[src/rtl/cic_comp_fir_if.sv]
// Sample-stream bundle between the CIC decimator output and the droop
// compensation FIR, plus the FIR's status and debug observation points.
//
// Signals:
//   en_in    strobe, 1 clock per accepted input sample
//   in       signed input sample, meaningful only while en_in=1
//   en_out   strobe, 1 clock, out was updated on the edge that raised it
//   out      signed filtered/decimated sample, holds between strobes
//   overrun  sticky flag: a computation start was dropped
//   state    FSM state of the FIR, for observation only
//
// Handshake: strobe-only, no backpressure. A transfer happens on every
// rising clk edge where the strobe is 1; the receiver must take it. There is
// no ready; a producer that strobes faster than the FIR can start
// computations is reported through overrun instead of being stalled.
interface cic_comp_fir_if #(
    parameter int width = 9
);
    logic                    en_in;
    logic signed [width-1:0] in;
    logic                    en_out;
    logic signed [width-1:0] out;
    logic                    overrun;
    logic [2:0]              state;

    // slave: the FIR itself
    modport slave (
        input  en_in, in,
        output en_out, out, overrun, state
    );

    // master: the sample source / observer
    modport master (
        output en_in, in,
        input  en_out, out, overrun, state
    );
endinterface

[src/rtl/cic_comp_fir.sv]
// Decimate-by-2 CIC droop-compensation FIR.
// Fixed 7-tap symmetric filter h = {-1, 0, 9, 16, 9, 0, -1} (DC gain 32,
// output scaled by 2^-5). Every second accepted sample starts a serial
// pre-added MAC over a snapshot of the window; the result is rounded half
// up, saturated to the sample width and emitted with a one-clock en_out.
//
// Ports:
//   clk    clock
//   reset  synchronous, active-high reset
//   bus    cic_comp_fir_if.slave: en_in/in in, en_out/out/overrun/state out
module cic_comp_fir #(
    parameter int width = 9
) (
    input  logic           clk,
    input  logic           reset,
    cic_comp_fir_if.slave  bus
);
    localparam int PW = width + 1;   // pre-add width
    localparam int AW = width + 6;   // accumulator width, sum|h| = 36 < 2^6

    localparam logic [2:0] IDLE = 3'd0;
    localparam logic [2:0] MAC0 = 3'd1;
    localparam logic [2:0] MAC1 = 3'd2;
    localparam logic [2:0] MAC2 = 3'd3;
    localparam logic [2:0] MAC3 = 3'd4;
    localparam logic [2:0] OUT  = 3'd5;

    localparam logic signed [AW-1:0] YMAX = AW'((2 ** (width - 1)) - 1);
    localparam logic signed [AW-1:0] YMIN = AW'(-(2 ** (width - 1)));

    // Free-running delay line; together with the incoming sample it forms
    // the 7-sample window, so the oldest tap never needs its own register.
    logic signed [width-1:0] x [0:5];
    // Window frozen at the start edge; the MAC reads only this copy.
    logic signed [width-1:0] s [0:6];

    logic                    phase;
    logic [2:0]              state;
    logic signed [AW-1:0]    acc;
    logic signed [width-1:0] out_r;
    logic                    en_out_r;
    logic                    overrun_r;

    logic                    start_req;
    logic signed [PW-1:0]    pre;
    logic signed [5:0]       coef;
    logic signed [AW-1:0]    term;
    logic signed [AW-1:0]    rnd;
    logic signed [AW-1:0]    shifted;
    logic signed [width-1:0] y_sat;

    // The 2nd, 4th, ... accepted sample since reset asks for a computation.
    assign start_req = bus.en_in & phase;

    // One symmetric tap pair per MAC state.
    always_comb begin
        pre  = '0;
        coef = '0;
        case (state)
            MAC0: begin
                pre  = {s[0][width-1], s[0]} + {s[6][width-1], s[6]};
                coef = -6'sd1;
            end
            MAC1: begin
                pre  = {s[1][width-1], s[1]} + {s[5][width-1], s[5]};
                coef = 6'sd0;
            end
            MAC2: begin
                pre  = {s[2][width-1], s[2]} + {s[4][width-1], s[4]};
                coef = 6'sd9;
            end
            MAC3: begin
                pre  = {s[3][width-1], s[3]};
                coef = 6'sd16;
            end
            default: begin
                pre  = '0;
                coef = '0;
            end
        endcase
        term = AW'(pre) * AW'(coef);
    end

    // Round half up, arithmetic shift by 5, then clip to the sample range.
    always_comb begin
        rnd     = acc + AW'(16);
        shifted = rnd >>> 5;
        if (shifted > YMAX) begin
            y_sat = YMAX[width-1:0];
        end else if (shifted < YMIN) begin
            y_sat = YMIN[width-1:0];
        end else begin
            y_sat = shifted[width-1:0];
        end
    end

    always_ff @(posedge clk) begin
        if (reset) begin
            state     <= IDLE;
            phase     <= 1'b0;
            acc       <= '0;
            out_r     <= '0;
            en_out_r  <= 1'b0;
            overrun_r <= 1'b0;
            for (int i = 0; i < 6; i++) begin
                x[i] <= '0;
            end
            for (int i = 0; i < 7; i++) begin
                s[i] <= '0;
            end
        end else begin
            en_out_r <= 1'b0;

            // The delay line and phase advance on every sample, even one
            // whose computation is dropped by an overrun.
            if (bus.en_in) begin
                x[0] <= bus.in;
                for (int i = 1; i < 6; i++) begin
                    x[i] <= x[i-1];
                end
                phase <= ~phase;
            end

            if (start_req && (state != IDLE)) begin
                overrun_r <= 1'b1;
            end

            case (state)
                IDLE: begin
                    if (start_req) begin
                        s[0] <= bus.in;
                        for (int i = 1; i < 7; i++) begin
                            s[i] <= x[i-1];
                        end
                        acc   <= '0;
                        state <= MAC0;
                    end
                end
                MAC0: begin
                    acc   <= acc + term;
                    state <= MAC1;
                end
                MAC1: begin
                    acc   <= acc + term;
                    state <= MAC2;
                end
                MAC2: begin
                    acc   <= acc + term;
                    state <= MAC3;
                end
                MAC3: begin
                    acc   <= acc + term;
                    state <= OUT;
                end
                OUT: begin
                    out_r    <= y_sat;
                    en_out_r <= 1'b1;
                    state    <= IDLE;
                end
                default: begin
                    state <= IDLE;
                end
            endcase
        end
    end

    assign bus.en_out  = en_out_r;
    assign bus.out     = out_r;
    assign bus.overrun = overrun_r;
    assign bus.state   = state;
endmodule

[src/flat_wrapper.sv]
// flat-port wrapper written by rule: the top's interface ports become plain ports
module cic_comp_fir_flat 
#(
    parameter int width = 9
)
  (clk, reset, bus_en_in, bus_in, bus_en_out, bus_out, bus_overrun, bus_state);
  cic_comp_fir_if #(.width(width)) bus_i ();
  input  logic clk;
  input  logic reset;
  input wire logic [$bits(bus_i.en_in)-1:0] bus_en_in;
  input wire logic [$bits(bus_i.in)-1:0] bus_in;
  output wire logic [$bits(bus_i.en_out)-1:0] bus_en_out;
  output wire logic [$bits(bus_i.out)-1:0] bus_out;
  output wire logic [$bits(bus_i.overrun)-1:0] bus_overrun;
  output wire logic [$bits(bus_i.state)-1:0] bus_state;
  assign bus_i.en_in = bus_en_in;
  assign bus_i.in = bus_in;
  assign bus_en_out = bus_i.en_out;
  assign bus_out = bus_i.out;
  assign bus_overrun = bus_i.overrun;
  assign bus_state = bus_i.state;
  cic_comp_fir #(.width(width)) u_core (.clk(clk), .reset(reset), .bus(bus_i));
endmodule
[config.mk]
export PLATFORM = sky130hd
export DESIGN_NAME = cic_comp_fir_flat
export DESIGN_NICKNAME = d
export VERILOG_FILES = /design/src/rtl/cic_comp_fir_if.sv /design/src/rtl/cic_comp_fir.sv /design/src/flat_wrapper.sv
export SDC_FILE = /design/constraint.sdc
export NUM_CORES = 1
export LEC_CHECK = 0
export CAP_MARGIN = 5
export CORE_MARGIN = 2
export CORE_UTILIZATION = 50
export CTS_BUF_LIST = sky130_fd_sc_hd__clkbuf_8
export CTS_CLUSTER_DIAMETER = 80
export DETAILED_ROUTE_END_ITERATION = 8
export PLACE_DENSITY = 0.78
export SLEW_MARGIN = 0
export SYNTH_ARGS = -nofsm -noshare
export SYNTH_HDL_FRONTEND = slang
export SYNTH_SLANG_ARGS = --single-unit
[constraint.sdc]
create_clock -name clk -period 7.6 [get_ports clk]
set_input_delay 1.52 -clock clk [delete_from_list [all_inputs] [get_ports clk]]
set_output_delay 1.52 -clock clk [all_outputs]
set_load 0.05 [all_outputs]
==> metrics <==
total core area=17900 µm²; Synth Cell Area=9090 µm²; Worst Tran Pin Value=1.03 ns; gr busiest metal=met2; Initial Utilization=50.8%; ANT cells=0; H-tree depth=4; crit path capture type=register; hold path start=u_core.bus.out[8]$_SDFFE_PP0P_; GP Congestion=0.859; outcome=completed; initial antenna violation count=0; hold path cells=2; post-synthesis cell type count=59; Leakage=4.31 nW; Sink Count=147; Clock Power Share=18.3%; Die W=139 µm; Pint=1.81 mW; RSZ-0062 raised after global routing=false; syn nets=952; minimum clock period after layout=6.47 ns; clock skew=0.0157 ns; top cell type by total area after synthesis=edfxtp_1; vias per std cell=5.34; max-capacitance violation count=0; top_reg_cell synth=edfxtp_1; total track usage=19.6%; pwr/cell area=311 nW/µm²; met2 Usage GRT=34.0%; first-pass GRT wire length=29600 µm; clock tree buffer depth=2; CTS resizes=0; R2R Path Start=u_core.bus.state[0]$_SDFFE_PP0P_; kind of critical path=register to register; number of global-route vias before repair=5959; Post-synth top cells=edfxtp_1 (117), and2_1 (116), inv_1 (102); Worst Path Arrival=6.86 ns; Seq cells post-synth=147; reg2reg end=u_core.acc[14]$_SDFFE_PP0P_; Seq/Total Area, Yosys=45.3%; number of buffers created by CTS=17; Clk Latency, worst-skew pair=0.46 ns; Yosys warning count=0; die height=139 µm; NumNets Final=973; CP Max Fanout=15; Final Core Density=55.3%; crit share post-route=85.2%; drt drc=0; post-synth top area share=38.7%; ANT nets after route=0; total negative slack=0 ns; met1 GRT Util=24.3%; drt first-iter violations=340; combinational power share=48.3%; CTS tree=built; Hold Crit Class=register to register; net switching power=1.27 mW; Setup Viol. Count Final=0; Detailed Routing Iterations Pass 1=5; Wirelength per Cell=16.5 µm; R2R depth=21; dpl hpwl=13100 µm; number of synthesized flops with an enable pin=117; Flop pwr share=33.5%; num ports=26; most frequent cell after synthesis=edfxtp_1; Rows=49; routed wire length=17900 µm; worst vdd ir=0.000190 V; CTS Hold Buffers Added=0; pin count of the biggest net entering global routing=64; post-synthesis cell count=827; r2r setup slk=1.13 ns; top cells by area, synth=edfxtp_1 (39%), fa_1 (11%), ha_1 (8.7%); Area growth syn-to-layout=9.02%; fmax=154 MHz; switching part of the total=41.2%; gr ovfl total=0; Post-Syn Area per Cell=11.0 µm²; clk root buf=clkbuf_8; asr flop ratio synth=0%; Slew Viols, Final=0; crit path launch type=register; die area=19300 µm²; Hold Path End=u_core.bus.out[8]$_SDFFE_PP0P_; Fin. Hold Viols=0; grt met3 use=4.45%; DR vias=5810; Reg clk slew, reported paths=0.08 ns; layout cell share with drive strength beyond 1=5.83%; postcts setup bufs=0; relative slew slack=30.6%; required time of the critical path=7.98 ns; I/O Buffers=25
kinds of logic after synthesis:
| logic type | count (synthesis) | synth area share (%) |
|---|---|---|
| simple gates | 261 | 16.3 |
| flops | 147 | 45.3 |
| compound gates | 135 | 9.38 |
| buf+inv | 132 | 5.62 |
| fa+ha+maj | 113 | 19.7 |
| xor+xnor | 38 | 3.66 |
| mux | 1 | 0.110 |
critical path: stages (launching register included):
cell and delay [ns]:
dfxtp_1 0.69, nand2b_1 0.33, or2_1 0.51, inv_2 0.32
nand2_1 0.22, o21ai_0 0.32, fa_1 0.56, fa_1 0.52
fa_1 0.54, inv_1 0.06, fa_1 0.53, inv_1 0.04
ha_1 0.33, o21ai_0 0.10, a21oi_1 0.27, o211ai_1 0.15
a21oi_1 0.23, o31ai_1 0.12, nand2b_1 0.17, nor3b_1 0.21
o21bai_1 0.12, o211ai_2 0.06
registers in the layout (all words and copies together), names as in the netlist:
signal,count
u_core.bus.out,9
u_core.phase,1
u_core.s,63
u_core.x,54
u_core.bus.state,3
u_core.acc,15
u_core.bus.en_out,1
u_core.bus.overrun,1
how the worst max path moves through the flow:
| stage | start | end | cells after the start |
|---|---|---|---|
| global placement | u_core.bus.state[0]$_SDFFE_PP0P_ | u_core.acc[14]$_SDFFE_PP0P_ | 21 |
| detailed placement | u_core.bus.state[0]$_SDFFE_PP0P_ | u_core.acc[14]$_SDFFE_PP0P_ | 21 |
| finish | u_core.bus.state[0]$_SDFFE_PP0P_ | u_core.acc[14]$_SDFFE_PP0P_ | 21 |
| CTS | u_core.bus.state[0]$_SDFFE_PP0P_ | u_core.acc[14]$_SDFFE_PP0P_ | 21 |
| floorplan | bus_en_in | u_core.s[0][0]$_SDFFCE_PN0P_ | 2 |
| global route | u_core.bus.state[0]$_SDFFE_PP0P_ | u_core.acc[14]$_SDFFE_PP0P_ | 22 |
layout make-up:
cell class,count,area (µm²)
sequential,147,4110
fill,1502,8000
inverter,103,387
clock inverter,12,109
multi-input combinational,548,4480
tap,229,287
clock buffer,17,234
timing repair buffer,31,295
power by group through the flow:
stage / registers, mW / logic, mW / clock network (mW)
final: 1.03 / 1.49 / 0.563
after floorplan: 1.03 / 1.19 / 0
after CTS: 1.03 / 1.50 / 0.576
after detailed placement: 1.05 / 1.49 / 0
after global placement: 1.04 / 1.41 / 0
after global routing: 1.04 / 1.70 / 0.604
stage by stage:
| step | hold WS, ns | instance area, µm² | worst slack [ns] | cells | power (mW) |
|---|---|---|---|---|---|
| 2_1_floorplan | 0.484 | 9090 | 1.00 | 827 | 2.23 |
| 3_3_place_gp | 0.489 | 9560 | 1.43 | 1058 | 2.45 |
| 3_5_place_dp | 0.495 | 9560 | 1.26 | 1058 | 2.53 |
| 4_1_cts | 0.506 | 9910 | 1.25 | 1087 | 3.10 |
| 5_1_grt | 0.523 | 9910 | 0.732 | 1087 | 3.35 |
| 6_report | 0.500 | 9910 | 1.13 | 1087 | 3.08 |
layer usage:
layer | wire length (µm) | vias to the layer above
met3 | 883 | 29
met1 | 7650 | 2837
li1 | - | 2820
met2 | 9090 | 124
met5 | 0 | -
met4 | 286 | 0
placed cells by master, fill, tap and decap left out, types with 17 or more instances in the layout:
| cell | instances |
|---|---|
| nand2_1 | 21 |
| dfxtp_1 | 30 |
| clkdlybuf4s50_1 | 25 |
| edfxtp_1 | 117 |
| clkbuf_8 | 17 |
| ha_1 | 63 |
| xnor2_1 | 30 |
| a21oi_1 | 47 |
| inv_1 | 102 |
| fa_1 | 50 |
| nor2_1 | 50 |
| o21ai_0 | 28 |
| and2_1 | 116 |
Power figures use the tool's default switching activity.
==> RTL edit 1, RTL diff (same settings) <==
`width` is set to 9 in 3 places; all go to 10.
--- a/src/rtl/cic_comp_fir_if.sv
+++ b/src/rtl/cic_comp_fir_if.sv
@@ -14,7 +14,7 @@
 // no ready; a producer that strobes faster than the FIR can start
 // computations is reported through overrun instead of being stalled.
 interface cic_comp_fir_if #(
-    parameter int width = 9
+    parameter int width = 10
 );
     logic                    en_in;
     logic signed [width-1:0] in;
--- a/src/rtl/cic_comp_fir.sv
+++ b/src/rtl/cic_comp_fir.sv
@@ -9,7 +9,7 @@
 //   reset  synchronous, active-high reset
 //   bus    cic_comp_fir_if.slave: en_in/in in, en_out/out/overrun/state out
 module cic_comp_fir #(
-    parameter int width = 9
+    parameter int width = 10
 ) (
     input  logic           clk,
     input  logic           reset,
--- a/src/flat_wrapper.sv
+++ b/src/flat_wrapper.sv
@@ -1,7 +1,7 @@
 // flat-port wrapper written by rule: the top's interface ports become plain ports
 module cic_comp_fir_flat 
 #(
-    parameter int width = 9
+    parameter int width = 10
 )
   (clk, reset, bus_en_in, bus_in, bus_en_out, bus_out, bus_overrun, bus_state);
   cic_comp_fir_if #(.width(width)) bus_i ();
Interface: changed (resized bus_in and bus_out); port bits go from 26 to 28. The function was not compared with the original's and may differ.
==> RTL edit 1 against the unedited design <==
  * Sequential power grew 8%
  * Utilization is 0.22 points higher
  * Sequential share of layout area increased by 0.50 points
  * Design area up 9.1%
  * Wire length up 4.4%
  * Worst setup slack got worse by 0.23 ns
  * Global-route usage shrank 0.51 points
  * Sequential cell count up 15
  * Non-clock buffer count grew 2
  * Total power increased by 5.2%
  * Synthesized area is 9.0% higher
  * Critical path type unchanged
==> RTL edit 1: results <==
[global_routing]
first_global_vias = 6162
grt_use_met2_pct = 31.9
grt_first_pass_wirelength_um = 30400
maximum_number_of_pins_on_one_net_before_global_route_repair = 71
overall_global_routing_usage_pct = 19.0
grt.met3_usage_pct = 4.21

[detailed_routing]
routed-wl-met3_um = 705
met2_wirelength_um = 8950
first_pass_iters = 4
route.detailed.vias_per_inst = 5.18

[place]
dp.final_hpwl_um = 13600
dpl_cell_area_sq_um = 10400
dpl_worst_slack_ns = 1.01

[logic_synthesis]
netlist_top_cells_count = "edfxtp_1, and2_1, inv_1, ha_1, fa_1"
yosys.area_share.adder_pct = 19.8
synth_xor_xnor_area_share_pct = 3.71
synth-seq-cells = 162
yosys-top-cells-area = "edfxtp_1, fa_1, ha_1, and2_1, dfxtp_1"
unique_cell_type_count_in_the_yosys_netlist = 58
synthesized_nets = 1030

[final_layout]
nonClkBufAreaFrac_pct = 2.92
final.signal_buffer_count = 33

[timing]
clock_skew_ns = 0.0145

[status]
run_status = "finished, final reports clean"

[critical_path]
data_arrival_critical_path_ns = 7.05
worst-path-max-fanout = 16
timing.rr.end = "u_core.acc[15]$_SDFFE_PP0P_"
worst-r2r-cell-count = 22

[power]
internal_power_w = 0.00193
power.leakage_nw = 4.67
[RTL edit 1: worst min path at each step]
stage,slack [ns],from,cells past startpoint,to
after global placement,0.49,u_core.bus.out[9]$_SDFFE_PP0P_,2,u_core.bus.out[9]$_SDFFE_PP0P_
after global routing,0.55,u_core.bus.out[9]$_SDFFE_PP0P_,2,u_core.bus.out[9]$_SDFFE_PP0P_
after detailed placement,0.50,u_core.bus.out[9]$_SDFFE_PP0P_,2,u_core.bus.out[9]$_SDFFE_PP0P_
after floorplan,0.46,u_core.acc[3]$_SDFFE_PP0P_,2,u_core.acc[3]$_SDFFE_PP0P_
after CTS,0.51,u_core.bus.out[9]$_SDFFE_PP0P_,2,u_core.bus.out[9]$_SDFFE_PP0P_
final,0.50,u_core.bus.out[9]$_SDFFE_PP0P_,2,u_core.bus.out[9]$_SDFFE_PP0P_
==> RTL edit 2, RTL diff (config.mk and constraints unchanged) <==
Made on the original files. Make the reset (`reset`) asynchronous in one clocked block. Comments in the files are not updated.
--- a/src/rtl/cic_comp_fir.sv
+++ b/src/rtl/cic_comp_fir.sv
@@ -94,7 +94,7 @@
         end
     end
 
-    always_ff @(posedge clk) begin
+    always_ff @(posedge clk or posedge reset) begin
         if (reset) begin
             state     <= IDLE;
             phase     <= 1'b0;
Behaviour: differs if reset is asserted again (counterexample within 4 cycles, from zero or initial values and one cycle with reset high); with reset held inactive, the same outputs for 10 cycles.
==> RTL edit 2 against the unedited design <==
  * Critical path depth decreased by 1
  * Sequential cell count unchanged
  * Count of clock-buffer cells in the layout increased by 1
  * Worst setup slack improved by 0.13 ns
  * Utilization increased by 0.21 points
  * Design area increased by 0.38%
  * Wire length decreased by 10%
  * Clock skew decreased by 0.00098 ns
  * Synthesized area about the same
  * Critical endpoint is now u_core.acc[13]$_DFFE_PP0P_
  * Largest cell class unchanged
Power is left out: the tool's default activity adds up to more than one toggle a clock period on the data nets, which glitch-free logic cannot reach.
==> RTL edit 2: results <==
[critical_path]
worst-path-max-fanout = 21
timing.rr.end = "u_core.acc[13]$_DFFE_PP0P_"
critical_path.max_stage_delay_ns = 0.76
crit_slowest_cell = "dfrtp_1"
data_arrival_critical_path_ns = 6.69
timing.critical_path.from = "u_core.bus.state[1]$_DFFE_PP0P_"
worst-r2r-cell-count = 20

[worst_hold_path]
source_of_the_worst_hold_timing_path = "u_core.bus.out[0]$_DFFE_PP0P_"
hold_end = "u_core.bus.out[0]$_DFFE_PP0P_"

[logic_synthesis]
netlist_top_cells_count = "dfrtp_1, mux2_2, inv_1, ha_1, fa_1"
synthesized_nets = 914
yosys.area_share.adder_pct = 20.0
syn-mean-instance-area_sq_um = 11.5
synth_xor_xnor_area_share_pct = 4.15
compound_gate_fraction_of_synth_area_pct = 8.61
sequential_cell_area_fraction_in_the_yosys_report_pct = 40.5

[global_routing]
maximum_number_of_pins_on_one_net_before_global_route_repair = 111
first_global_vias = 5685
overall_global_routing_usage_pct = 17.8
grt_first_pass_wirelength_um = 27900

[place]
dp_cells = 1024
gpl.final_weighted_congestion = 0.918
dp.final_hpwl_um = 12000
dpl_worst_slack_ns = 1.36

[final_layout]
drive_gt1_share_pct = 19.4
num-nets-final = 939
final_cells = 1054

[detailed_routing]
met2_wirelength_um = 7720
first_pass_iters = 4
routed-wl-met3_um = 415
first_iter_violations = 184
postRouteWirelength_um = 16100

[timing]
fin_hold_ws_ns = 0.478
finalCriticalPeriod_ns = 6.35
clock_skew_ns = 0.0147

[status]
run_status = "finished, final reports clean"
[RTL edit 2: area by class of cell]
cell class	count	area (sq um)	area share (%)
Inverter	102	388	3.90
Clock inverter	12	148	1.48
Sequential cell	147	3680	37.0
Timing Repair Buffer	28	268	2.69
Clock buffer	18	248	2.49
Multi-Input combinational cell	518	4930	49.6
Tap cell	229	287	2.88
[RTL edit 2: worst reg2reg max path: stages (launching register included)]
cell and delay (ns):
dfrtp_1 0.76, nand2b_1 0.68, inv_2 0.25, nand2_1 0.22, o21ai_0 0.24, a221oi_1 0.38
a211oi_1 0.12, fa_1 0.51, fa_1 0.51, fa_1 0.55, inv_1 0.06, fa_1 0.53
inv_1 0.04, ha_1 0.35, a21oi_1 0.16, o21ai_1 0.08, a21o_1 0.20, a31oi_1 0.25
a21oi_1 0.12, xnor2_1 0.14, o21ai_1 0.07
[RTL edit 2: routing by layer]
layer  GRT usage [%]  up-vias
li1                -     2688
met1            24.6     2755
met2            28.8       55
met3            4.21       10
met4            4.41        0
met5               0        -
